--- src/rtl/reset_release_sequencer.sv ---
// reset_release_sequencer
// Releases NUM_STAGES subsystem resets in order once the fabric leaves reset.
// Each stage is released after STAGE_DELAY cycles and must return STAGE_READY
// within TIMEOUT cycles. A missing ready latches an error. SW_RST_REQ re-runs
// the whole sequence without a device-level reset.
// All outputs are registered from the next-state values, so the outputs always
// describe the state the block is currently in.
module reset_release_sequencer #(
  parameter int unsigned NUM_STAGES  = 4,
  parameter int unsigned HOLD_CYCLES = 8,
  parameter int unsigned STAGE_DELAY = 16,
  parameter int unsigned TIMEOUT     = 1024
) (
  input  logic                  CLK,
  input  logic                  FABRIC_RESET_N,
  input  logic                  SW_RST_REQ,
  input  logic [NUM_STAGES-1:0] STAGE_READY,
  output logic [NUM_STAGES-1:0] STAGE_RESET_N,
  output logic                  BUSY,
  output logic                  SEQ_DONE,
  output logic                  SEQ_ERROR,
  output logic [3:0]            ERR_STAGE
);

  localparam int unsigned K_W     = (NUM_STAGES > 1) ? $clog2(NUM_STAGES) : 1;
  localparam int unsigned MAX_HD  = (HOLD_CYCLES > STAGE_DELAY) ? HOLD_CYCLES : STAGE_DELAY;
  localparam int unsigned CNT_MAX = (MAX_HD > TIMEOUT) ? MAX_HD : TIMEOUT;
  localparam int unsigned CNT_W   = (CNT_MAX > 1) ? $clog2(CNT_MAX) : 1;

  localparam logic [CNT_W-1:0] HOLD_LAST    = CNT_W'(HOLD_CYCLES - 1);
  localparam logic [CNT_W-1:0] DELAY_LAST   = CNT_W'(STAGE_DELAY - 1);
  localparam logic [CNT_W-1:0] TIMEOUT_LAST = CNT_W'(TIMEOUT - 1);
  localparam logic [K_W-1:0]   K_LAST       = K_W'(NUM_STAGES - 1);

  localparam logic [2:0] ST_HOLD  = 3'd0;
  localparam logic [2:0] ST_DELAY = 3'd1;
  localparam logic [2:0] ST_WAIT  = 3'd2;
  localparam logic [2:0] ST_DONE  = 3'd3;
  localparam logic [2:0] ST_ERROR = 3'd4;

  logic [2:0]            state_q;
  logic [2:0]            state_d;
  logic [K_W-1:0]        k_q;
  logic [K_W-1:0]        k_d;
  logic [CNT_W-1:0]      cnt_q;
  logic [CNT_W-1:0]      cnt_d;
  logic [NUM_STAGES-1:0] release_d;
  logic                  ready_k;
  logic                  sw_restart;

  // Only the ready bit of the stage currently being waited on matters.
  assign ready_k = STAGE_READY[k_q];

  // A software request restarts the sequence from any state except HOLD.
  assign sw_restart = SW_RST_REQ && (state_q != ST_HOLD);

  // Next-state, stage index and shared cycle counter.
  always_comb begin
    state_d = state_q;
    k_d     = k_q;
    cnt_d   = cnt_q;
    if (sw_restart) begin
      state_d = ST_HOLD;
      k_d     = '0;
      cnt_d   = '0;
    end else begin
      case (state_q)
        ST_HOLD: begin
          if (cnt_q == HOLD_LAST) begin
            state_d = ST_DELAY;
            k_d     = '0;
            cnt_d   = '0;
          end else begin
            cnt_d = cnt_q + CNT_W'(1);
          end
        end
        ST_DELAY: begin
          if (cnt_q == DELAY_LAST) begin
            state_d = ST_WAIT;
            cnt_d   = '0;
          end else begin
            cnt_d = cnt_q + CNT_W'(1);
          end
        end
        ST_WAIT: begin
          if (ready_k) begin
            cnt_d = '0;
            if (k_q == K_LAST) begin
              state_d = ST_DONE;
            end else begin
              state_d = ST_DELAY;
              k_d     = k_q + K_W'(1);
            end
          end else if (cnt_q == TIMEOUT_LAST) begin
            state_d = ST_ERROR;
            cnt_d   = '0;
          end else begin
            cnt_d = cnt_q + CNT_W'(1);
          end
        end
        ST_DONE, ST_ERROR: begin
          state_d = state_q;
        end
        default: begin
          state_d = ST_HOLD;
          k_d     = '0;
          cnt_d   = '0;
        end
      endcase
    end
  end

  // Stage release mask for the next state: stages below k are always out of
  // reset once sequencing has passed them; stage k itself is out only while
  // waiting for its ready. The timed-out stage is pulled back into reset.
  always_comb begin
    release_d = '0;
    for (int unsigned i = 0; i < NUM_STAGES; i++) begin
      case (state_d)
        ST_DONE:  release_d[i] = 1'b1;
        ST_DELAY: release_d[i] = (K_W'(i) < k_d);
        ST_WAIT:  release_d[i] = (K_W'(i) <= k_d);
        ST_ERROR: release_d[i] = (K_W'(i) < k_d);
        default:  release_d[i] = 1'b0;
      endcase
    end
  end

  // State and registered outputs, synchronous active-low fabric reset.
  always_ff @(posedge CLK) begin
    if (!FABRIC_RESET_N) begin
      state_q       <= ST_HOLD;
      k_q           <= '0;
      cnt_q         <= '0;
      STAGE_RESET_N <= '0;
      BUSY          <= 1'b1;
      SEQ_DONE      <= 1'b0;
      SEQ_ERROR     <= 1'b0;
      ERR_STAGE     <= '0;
    end else begin
      state_q       <= state_d;
      k_q           <= k_d;
      cnt_q         <= cnt_d;
      STAGE_RESET_N <= release_d;
      BUSY          <= (state_d == ST_HOLD) || (state_d == ST_DELAY) || (state_d == ST_WAIT);
      SEQ_DONE      <= (state_d == ST_DONE);
      SEQ_ERROR     <= (state_d == ST_ERROR);
      ERR_STAGE     <= (state_d == ST_ERROR) ? 4'(k_d) : 4'd0;
    end
  end

endmodule

--- config.mk ---
export PLATFORM = sky130hd
export DESIGN_NAME = reset_release_sequencer
export DESIGN_NICKNAME = d
export VERILOG_FILES = /design/src/rtl/reset_release_sequencer.sv
export SDC_FILE = /design/constraint.sdc
export NUM_CORES = 1
export LEC_CHECK = 0
export BUFFER_PORTS_ARGS = -buffer_cell sky130_fd_sc_hd__buf_2
export CAP_MARGIN = 15
export CORE_UTILIZATION = 35
export CTS_CLUSTER_DIAMETER = 150
export DETAILED_ROUTE_END_ITERATION = 6
export GPL_TIMING_DRIVEN = 1
export RECOVER_POWER = 25
export SLEW_MARGIN = 20
export SYNTH_ARGS = -nofsm -noshare
export SYNTH_HDL_FRONTEND = slang
export SYNTH_SLANG_ARGS = --single-unit
--- constraint.sdc ---
create_clock -name CLK -period 3.86 [get_ports CLK]
set_input_delay 0.193 -clock CLK [delete_from_list [all_inputs] [get_ports CLK]]
set_output_delay 0.193 -clock CLK [all_outputs]
set_load 0.005 [all_outputs]
==> results by group, run 1 <==
Outcome
  – Status: complete, no violations

Critical path
  – CP endpoint kind: register
  – Critical Path Max Stage Delay: between 0.5 and 0.6 ns
  – Worst R2R Start: cnt_q[0]
  – Worst Reg-to-Reg Cells: 7
  – WP data arrival: about 2.4 ns
  – Crit-path slowest cell: a21boi_2
  – Critical-path cell list: ha_1 > nand3_2 > or3_4 > a21boi_2 > o21ai_0 > a21oi_1 > nor2_1
  – Setup Crit Path Kind: register to register
  – Startpoint Class: register
  – Reg2reg setup slack: about 1.6 ns
  – RR Endpoint: cnt_q[7]
  – Crit Path Max Fanout: 16
  – Crit path buffers/inverters: 0
  – CP required: 4.01 ns
  – Crit path max-delay family: compound AO/OA/AOI/OAI gates

Timing
  – Clock Skew: 0.00222 ns
  – Pin slew with the least headroom to its limit: 0.593 ns
  – Setup WS post-layout: 1.64 ns
  – Slew margin rel.: 0.602
  – Post-layout min period: 2.22 ns
  – Final setup fails: 0
  – Fin crit share: 0.576
  – Fin. Hold Viols: 0
  – Fmax: between 400 and 500 MHz
  – RSZ-0062 raised after global routing: false
  – Max Slew Vio Count: 0
  – Setup tns final: 0 ns

Floorplanning
  – FP Rows: 22
  – I/O pin total: 18
  – Core ar.: between 3000 and 4000 um^2
  – Initial Util: 0.368
  – Die Height: roughly 64 um
  – Die area: 4160 um^2
  – Die width: 64.5 um

Clock network
  – H-tree Lvls: 1
  – Worst skew pair latency: approximately 0.27 ns
  – CTS tree: done
  – Setup bufs post-CTS: 0
  – Root Driver: clkbuf_8
  – Reg clk slew, reported paths: 0.09 ns
  – CTS buffer count: 3
  – # hold bufs at CTS: 0
  – Clock Path Buffers: 2
  – # clock sinks: 24
  – Post-cts resize count: 0

Power
  – Switching share of total power: 0.198
  – Total power: roughly 500 uW
  – Internal Power: 398 uW
  – Combinational power share: 0.041
  – Peak VDD IR: ~0.12 mV
  – Clk network pwr share: 0.448
  – Net switching power: 98.4 uW
  – Pwr/cell area: 326 nW/um^2
  – Reg power frac: 0.511
  – Leak: 0.623 nW

Synthesis
  – Main combinational cell family by area after synthesis: simple AND/OR/NAND/NOR gates
  – Synth top area share: 0.352
  – Post-synth EDFFs: 0
  – Post-Synth XOR/XNOR Area: 0.00641
  – Mapped cell area: around 1400 um^2
  – Syn_area_per_cell: 8.43 um^2
  – Post-synth cell types: between 50 and 60
  – Ys async rst share: 0
  – Post-synthesis register bit count: 24
  – Area leader, netlist: dfxtp_1
  – YS warnings: 0
  – Synth Flop Type: dfxtp_1
  – Synth Area in Adders: 0.00916
  – Seq/Total Area, Yosys: 0.352
  – Simple-gate share of the synthesized area: 0.299
  – Complex-gate fraction of the synthesized area: 0.243
  – Mux share of post-synthesis cell area: 0.0385
  – Top post-synthesis cells by area: dfxtp_1 35%, nor2_1 6.3%, a21oi_1 4.8%
  – Cells after Synth: between 150 and 200

Layout
  – Most frequent cells in the layout: 24 x dfxtp_1, 23 x nor2_1, 13 x a21oi_1, 13 x buf_2, 12 x nand2_1
  – Final cell count without fillers: 222
  – Register area: between 400 and 500 um^2
  – Fillers: roughly 370
  – Net count, final: 183
  – Diodes inserted: 0
  – Layout cells sized above 1: 0.184
  – Footprint of the multi-input gates: 821 um^2
  – Most common cell after layout, fill and taps aside: dfxtp_1
  – Area growth from synthesis to layout: 11.3%

Worst hold path
  – Hold endpoint: STAGE_RESET_N[2]
  – Worst hold path stage count: 2
  – Hold WC Path Type: input pin to register
  – Hold_sp: FABRIC_RESET_N

Place
  – Inst Count DP: 218
  – PortBufs: 15
  – Gpl congestion: about 0.88
  – Place WS: 1.66 ns
  – Hpwl dp: approximately 2.2 mm

Routing
  – Post-Route WL: 2.91 mm
  – DR pass1 iterations: 4
  – Drt initial violations: between 90 and 100
  – WL per Instance: about 13 um
  – Via Count: between 1000 and 1500
  – Vias per inst: 5.51
  – ANT nets after route: 0
  – Drt drc: 0

GRT
  – Antenna violations before repair: 0
  – Largest net degree at the start of global routing: 17
  – Grt ovf: 0
  – Vias in the first global route: 1185
  – First-pass GRT wire length: 5.20 mm
  – All-Layer GR Usage: 0.157

Run
  – Max cap viols: 0
==> power groups by stage <==
stage	Clock, mW	Sequential [mW]	Combinational (mW)
2_1_floorplan	0	0.258	0.0158
3_3_place_gp	0	0.259	0.0205
3_5_place_dp	0	0.259	0.0206
4_1_cts	0.226	0.254	0.0207
5_1_grt	0.242	0.254	0.0237
6_report	0.222	0.254	0.0204
==> cells by family (layout without fill, tap and decap cells) <==
logic type | after synthesis | in the layout
flip-flops | 24 | 24
other | 1 | 2
adder cells (fa/ha/maj) | 1 | 1
buffers and inverters | 12 | 23
AO/OA/AOI/OAI | 47 | 47
XOR/XNOR | 1 | 1
multiplexers | 4 | 4
AND/OR/NAND/NOR | 72 | 72
==> routing by layer <==
metal / vias up / wire length, um / global-route usage
met1: 568 / 1330 / 0.195
met4: 0 / 59 / 0.0694
li1: 613 / - / -
met3: 6 / 126 / 0.0229
met5: - / 0 / 0
met2: 36 / 1400 / 0.268
==> worst max-delay path by stage <==
stage / start / end / depth (start not counted)
finish: cnt_q[0] / cnt_q[7] / 7
floorplan: cnt_q[0] / STAGE_RESET_N[2] / 7
CTS: cnt_q[0] / cnt_q[7] / 7
global route: cnt_q[0] / cnt_q[7] / 7
global placement: cnt_q[0] / cnt_q[7] / 7
detailed placement: cnt_q[0] / cnt_q[3] / 7
==> registers in the layout (all words and copies together) (netlist names) <==
signal / flops
SEQ_DONE: 1
k_q: 2
ERR_STAGE: 2
STAGE_RESET_N: 4
cnt_q: 10
BUSY: 1
state_q: 3
SEQ_ERROR: 1
==> synthesized netlist by cell type (all sizes together), types with 2 or more instances <==
| cell type | n |
|---|---|
| a21oi | 14 |
| nor3b | 6 |
| mux2i | 3 |
| buf | 7 |
| inv | 4 |
| nand2 | 12 |
| a21o | 4 |
| o21ai | 12 |
| nand2b | 3 |
| a31oi | 2 |
| dfxtp | 24 |
| nor2 | 23 |
| o211ai | 2 |
| or2 | 3 |
| nor3 | 6 |
| or3 | 2 |
| and3 | 7 |
==> cell type report <==
cell class                      instances  share of cell area
Multi-Input combinational cell        127               0.540
Sequential cell                        24               0.316
Timing Repair Buffer                   15              0.0477
Tap cell                               48              0.0395
Clock buffer                            3              0.0272
Clock inverter                          1              0.0198
Inverter                                4             0.00988
==> metrics by stage <==
stage	hold WS [ns]	util	cell area [um^2]
floorplan	0.326	-	1370
global placement	0.459	0.391	1450
detailed placement	0.472	0.391	1450
CTS	0.180	0.410	1520
global route	0.179	0.409	1520
finish	0.185	0.409	1520
Power figures use the tool's default switching activity.
==> run 2: changes to the inputs <==
Clock period 3.86 ns to 1.9 ns, I/O delays scaled along.
==> run 2 against run 1 <==
Effect of this change: the run now ends with negative setup slack left; utilization up 9.1 points; worst setup slack got worse by 1.7 ns; power rose by 110%; sequential power is 100% higher; worst hold slack lost 0.092 ns; cell area up 22%; first-iteration DRC count grew 16%; die area unchanged; critical endpoint is now cnt_q[9].
==> results by group, run 2 (synthesized netlist as in run 1, its figures left out) <==
Place
  – Dpl cell area: 1630 um^2 (was 1450 um^2)
  – Gpl congestion: 0.933 (was 0.876)
  – PortBufs: 15 (unchanged)
  – Place WS: -0.156 ns (was 1.66 ns)
  – Inst Count DP: 242 (was 218)
  – Hpwl dp: 2.61 mm (was 2.18 mm)

Routing
  – Via Count: 1378 (was 1223)
  – DR pass1 iterations: 4 (unchanged)
  – ANT nets after route: 0 (unchanged)
  – Post-Route WL: 3.75 mm (was 2.91 mm)
  – Drt initial violations: 108 (was 93)
  – WL per Instance: 15.0 um (was 13.1 um)
  – Drt drc: 0 (unchanged)
  – Vias per inst: 5.53 (was 5.51)

Layout
  – Largest register FFs: 10 (unchanged)
  – Diodes inserted: 0 (unchanged)
  – Largest register by flop count: cnt_q (unchanged)
  – Most common cell after layout, fill and taps aside: buf_4 (was dfxtp_1)
  – Area growth from synthesis to layout: 35.9% (was 11.3%)
  – Largest registers: cnt_q x10, STAGE_RESET_N x4, state_q x3 (unchanged)
  – Net count, final: 210 (was 183)
  – Most frequent cells in the layout: 24 x buf_4, 21 x dfxtp_1, 20 x nor2_1 (was 24 x dfxtp_1, 23 x nor2_1, 13 x a21oi_1, 13 x buf_2, 12 x nand2_1)
  – Final cell count without fillers: 249 (was 222)
  – Layout cells sized above 1: 0.393 (was 0.184)
  – Fin area: 1860 um^2 (was 1520 um^2)

Clock network
  – Reg clk slew, reported paths: 0.09 ns (about the same)
  – Clock Path Buffers: 2 (unchanged)
  – CTS tree: done (unchanged)
  – # clock sinks: 24 (unchanged)
  – Root Driver: clkbuf_8 (unchanged)
  – CTS buffer count: 3 (unchanged)
  – Worst skew pair latency: 0.27 ns (about the same)
  – # hold bufs at CTS: 0 (unchanged)
  – H-tree Lvls: 1 (unchanged)

Outcome
  – Violated checks: negative setup slack
  – Status: complete, but fails checks (was complete, no violations)

Worst hold path
  – Worst hold path stage count: 2 (unchanged)
  – Hold WC Path Type: input pin to register (unchanged)

Critical path
  – Setup Crit Path Kind: register to register (unchanged)
  – Critical-path cell list: mux4_2 > nor2_4 > a21boi_4 > or4b_4 > a21oi_2 (was ha_1 > nand3_2 > or3_4 > a21boi_2 > o21ai_0 > a21oi_1 > nor2_1)
  – Critical Path Max Stage Delay: 0.59 ns (was 0.51 ns)
  – Startpoint Class: register (unchanged)
  – Crit Path Max Fanout: 7 (was 16)
  – Crit-path slowest cell: mux4_2 (was a21boi_2)
  – WP data arrival: 2.16 ns (was 2.38 ns)
  – CP endpoint kind: register (unchanged)
  – CP required: 2.11 ns (was 4.01 ns)
  – Worst Reg-to-Reg Cells: 5 (was 7)

Power
  – Total power: 1.04 mW (was 496 uW)
  – Pwr/cell area: 557 nW/um^2 (was 326 nW/um^2)
  – Leak: 0.774 nW (was 0.623 nW)
  – Peak VDD IR: 0.278 mV (was 0.122 mV)

Timing
  – Fin crit share: 1.03 (was 0.576)
  – Slew margin rel.: 0.661 (was 0.602)
  – Post-layout min period: 1.95 ns (was 2.22 ns)
  – Final setup fails: 4 (was 0)
  – Pin slew with the least headroom to its limit: 0.503 ns (was 0.593 ns)
  – Fin. Hold Viols: 0 (unchanged)
  – Clock Skew: 0.00191 ns (was 0.00222 ns)
  – Fmax: 512 MHz (was 450 MHz)
  – RSZ-0062 raised after global routing: true (was false)
  – Setup WS post-layout: -0.0531 ns (was 1.64 ns)
  – Max Slew Vio Count: 0 (unchanged)
  – Fin Hold WS: 0.0923 ns (was 0.185 ns)

Floorplanning
  – Initial Util: 0.368 (unchanged)
  – I/O pin total: 18 (unchanged)
  – Die width: 64.5 um (unchanged)
  – Die area: 4160 um^2 (unchanged)
  – FP Rows: 22 (unchanged)
  – Die Height: 64.5 um (unchanged)
  – Core ar.: 3720 um^2 (unchanged)

GRT
  – All-Layer GR Usage: 0.177 (was 0.157)
  – First-pass GRT wire length: 5.74 mm (was 5.20 mm)
  – Grt ovf: 0 (unchanged)
  – Antenna violations before repair: 0 (unchanged)
  – Vias in the first global route: 1304 (was 1185)
  – Largest net degree at the start of global routing: 17 (unchanged)

Run
  – Max cap viols: 0 (unchanged)
[run 2: cell count changes in the layout (fill, tap and decap cells not counted), moves of 3 or more]
cell	delta
buf_4	+24
dfxtp_1	-3
dfxtp_2	+3
nor2_1	-3
[run 2: path summary, 6_finish.rpt]
path / endpoint / start / slack, ns
setup / recovery: cnt_q[9] / k_q[0] / -0.05
hold / removal: STAGE_RESET_N[2] / FABRIC_RESET_N / 0.09
setup reg to reg: cnt_q[9] / k_q[0] / -0.05
hold reg to reg: cnt_q[2] / cnt_q[2] / 0.60
[run 2: routing by layer]
layer / share of wire / wire, um / vias to the layer above / track usage
met1: 0.44 / 1630 / 659 / 0.209
met2: 0.51 / 1900 / 43 / 0.308
met5: 0 / 0 / - / 0
li1: - / - / 667 / -
met3: 0.037 / 139 / 9 / 0.0211
met4: 0.019 / 70 / 0 / 0.0972
[run 2: through the flow]
step                      TNS, ns  utilization
after detailed placement   -0.862        0.440
after global placement     -0.361        0.440
final                      -0.171        0.500
after global routing       -0.477        0.500
after CTS                  -0.100        0.467
after floorplan                 0            -
[run 2: worst max-delay path, delay by kind of cell (launching register included)]
kind,cells,cell delay [ns]
flip-flops,1,0.35
multiplexers,1,0.59
AND/OR/NAND/NOR,2,0.69
AO/OA/AOI/OAI,2,0.26
[run 2: cell type report]
cell class                      instances  area [um^2]
Tap cell                               48         60.1
Inverter                                4         15.0
Multi-Input combinational cell        128          952
Fill cell                             373         1860
Timing Repair Buffer                   41          274
Clock buffer                            3         41.3
Sequential cell                        24          484
Clock inverter                          1         30.0
[run 2: report_power, final]
part           switching, mW  internal (mW)  total [mW]  leakage, nW
sequential           0.00680          0.510       0.516        0.195
clock                  0.175          0.282       0.457       0.0357
combinational         0.0323         0.0291      0.0614        0.543
[run 2: repair_timing]
item / CTS / global route
pin swaps: 4 / 3
resized for setup: 6 / 22
setup endpoints to repair: 13 / 15
setup buffers: 0 / 2
cloned: 0 / 1
==> run 3: changes to the inputs <==
Settings changed: SKIP_LAST_GASP from default to 1, SLEW_MARGIN 20 to 0.
Clock period 1.9 ns to 2.2 ns, I/O delays scaled along.
==> run 3 against run 2 <==
Effect of this change: the run now ends clean; first-iteration DRC count up 2.8%; register-to-register slack gained 0.21 ns; critical endpoint is now STAGE_RESET_N[1]; combinational power is 37% lower; utilization decreased by 7.4 points; die area is the same; cell area is 15% lower; non-clock buffer count shrank 19; largest cell class unchanged; routed wire length decreased by 19%; sequential power fell by 14%; via count down 9.7%.
==> results by group, run 3 (synthesized netlist as in run 1, its figures left out) <==
Outcome
  – Status: complete, no violations (was complete, but fails checks)

GRT
  – Vias in the first global route: 1236 (was 1304)
  – Largest net degree at the start of global routing: 17 (unchanged)
  – All-Layer GR Usage: 0.163 (was 0.177)
  – Grt ovf: 0 (unchanged)
  – First-pass GRT wire length: 5.38 mm (was 5.74 mm)
  – Antenna violations before repair: 0 (unchanged)

Routing
  – Drt initial violations: 111 (was 108)
  – ANT nets after route: 0 (unchanged)
  – WL per Instance: 13.3 um (was 15.0 um)
  – Drt drc: 0 (unchanged)
  – Vias per inst: 5.43 (was 5.53)
  – Post-Route WL: 3.04 mm (was 3.75 mm)
  – DR pass1 iterations: 4 (unchanged)
  – Via Count: 1244 (was 1378)

Clock network
  – # clock sinks: 24 (unchanged)
  – Root Driver: clkbuf_8 (unchanged)
  – CTS tree: done (unchanged)
  – H-tree Lvls: 1 (unchanged)
  – CTS buffer count: 3 (unchanged)
  – Reg clk slew, reported paths: 0.09 ns (about the same)
  – Worst skew pair latency: 0.27 ns (about the same)
  – Clock Path Buffers: 2 (unchanged)

Floorplanning
  – Die width: 64.5 um (unchanged)
  – FP Rows: 22 (unchanged)
  – Die Height: 64.5 um (unchanged)
  – Core ar.: 3720 um^2 (unchanged)
  – I/O pin total: 18 (unchanged)
  – Initial Util: 0.368 (unchanged)
  – Die area: 4160 um^2 (unchanged)

Timing
  – Fin crit share: 0.930 (was 1.03)
  – Fmax: 489 MHz (was 512 MHz)
  – Setup WS post-layout: 0.153 ns (was -0.0531 ns)
  – Fin. Hold Viols: 0 (unchanged)
  – Post-layout min period: 2.05 ns (was 1.95 ns)
  – Clock Skew: 0.00537 ns (was 0.00191 ns)
  – RSZ-0062 raised after global routing: false (was true)
  – Final setup fails: 0 (was 4)
  – Setup tns final: 0 ns (was -0.171 ns)
  – Max Slew Vio Count: 0 (unchanged)

Layout
  – Most frequent cells in the layout: 23 x dfxtp_1, 23 x nor2_1, 13 x a21oi_1 (was 24 x buf_4, 21 x dfxtp_1, 20 x nor2_1)
  – Largest registers: cnt_q x10, STAGE_RESET_N x4, state_q x3 (unchanged)
  – Register area: 482 um^2 (was 484 um^2)
  – Footprint of the multi-input gates: 831 um^2 (was 952 um^2)
  – Layout cells sized above 1: 0.215 (was 0.393)
  – Area growth from synthesis to layout: 15.8% (was 35.9%)
  – Largest register FFs: 10 (unchanged)
  – Diodes inserted: 0 (unchanged)
  – Largest register by flop count: cnt_q (unchanged)
  – Fin area: 1580 um^2 (was 1860 um^2)
  – Final cell count without fillers: 229 (was 249)
  – Fillers: 375 (was 373)
  – Net count, final: 190 (was 210)

Critical path
  – CP required: 2.40 ns (was 2.11 ns)
  – Setup Crit Path Kind: register to register (unchanged)
  – CP endpoint kind: register (unchanged)
  – Crit Path Max Fanout: 6 (was 7)
  – WP data arrival: 2.25 ns (was 2.16 ns)
  – Startpoint Class: register (unchanged)
  – Reg2reg setup slack: 0.15 ns (was -0.05 ns)

Power
  – Combinational power share: 0.045 (was 0.059)
  – Peak VDD IR: 0.206 mV (was 0.278 mV)
  – Switching share of total power: 0.195 (was 0.207)
  – Leak: 0.649 nW (was 0.774 nW)
  – Net switching power: 170 uW (was 214 uW)
  – Total power: 869 uW (was 1.04 mW)
  – Clk network pwr share: 0.444 (was 0.442)
  – Reg power frac: 0.512 (was 0.499)
  – Pwr/cell area: 549 nW/um^2 (was 557 nW/um^2)
  – Internal Power: 699 uW (was 821 uW)

Place
  – Inst Count DP: 224 (was 242)
  – Place WS: 0.0130 ns (was -0.156 ns)
  – Gpl congestion: 0.862 (was 0.933)
  – PortBufs: 15 (unchanged)
  – Dpl cell area: 1500 um^2 (was 1630 um^2)
  – Hpwl dp: 2.29 mm (was 2.61 mm)

Run
  – Max cap viols: 0 (unchanged)

Worst hold path
  – Hold WC Path Type: input pin to register (unchanged)
## run 3: cell count changes in the layout (fill, tap and decap cells not counted), sizes merged
cell,delta
buf,-20
a21boi,-1
clkbuf,+1
## run 3: per-stage QoR
stage	util	hold slack, ns
after floorplan	-	0.243
after global placement	0.403	0.393
after detailed placement	0.403	0.391
after CTS	0.424	0.0985
after global routing	0.426	0.101
final	0.426	0.102
## run 3: power groups by stage
stage,logic [mW],registers [mW],clock network (mW)
2_1_floorplan,0.0276,0.453,0
3_3_place_gp,0.0363,0.454,0
3_5_place_dp,0.0379,0.454,0
4_1_cts,0.0382,0.444,0.397
5_1_grt,0.0437,0.446,0.416
6_report,0.0389,0.444,0.386
## run 3: path summary, 6_finish.rpt
kind / startpoint / to / cells past startpoint
worst max-delay path: cnt_q[0] / STAGE_RESET_N[1] / 7
worst min-delay path: FABRIC_RESET_N / STAGE_RESET_N[2] / 2
worst max register to register: cnt_q[0] / STAGE_RESET_N[1] / 7
worst min register to register: cnt_q[1] / cnt_q[1] / 2
## run 3: routing by layer
metal,wire [um],part of all wire,track usage
met1,1430,0.47,0.199
met2,1470,0.48,0.287
met3,69,0.023,0.0158
met4,72,0.024,0.0722
met5,0,0,0
## run 3: cell type report
cell class,instances,area share
tap,48,0.0380
sequential,24,0.305
clock inverter,1,0.0190
timing repair buffer,22,0.0775
multi-input combinational,127,0.525
clock buffer,3,0.0261
inverter,4,0.00949
## run 3: worst max-delay path, stage by stage (launching register included)
cell,delay (ns)
dfxtp_2,0.36
ha_2,0.22
nand3_2,0.11
or3_4,0.44
o221a_2,0.28
a21oi_4,0.20
and3_1,0.21
a2bb2oi_1,0.16
## run 3: timing repair
action,in CTS,in global routing
buffers inserted,0,1
pin swaps,0,1
endpoints found under the setup margin,2,3
hold buffers,0,0
cloned,0,0
gates resized for setup,1,2
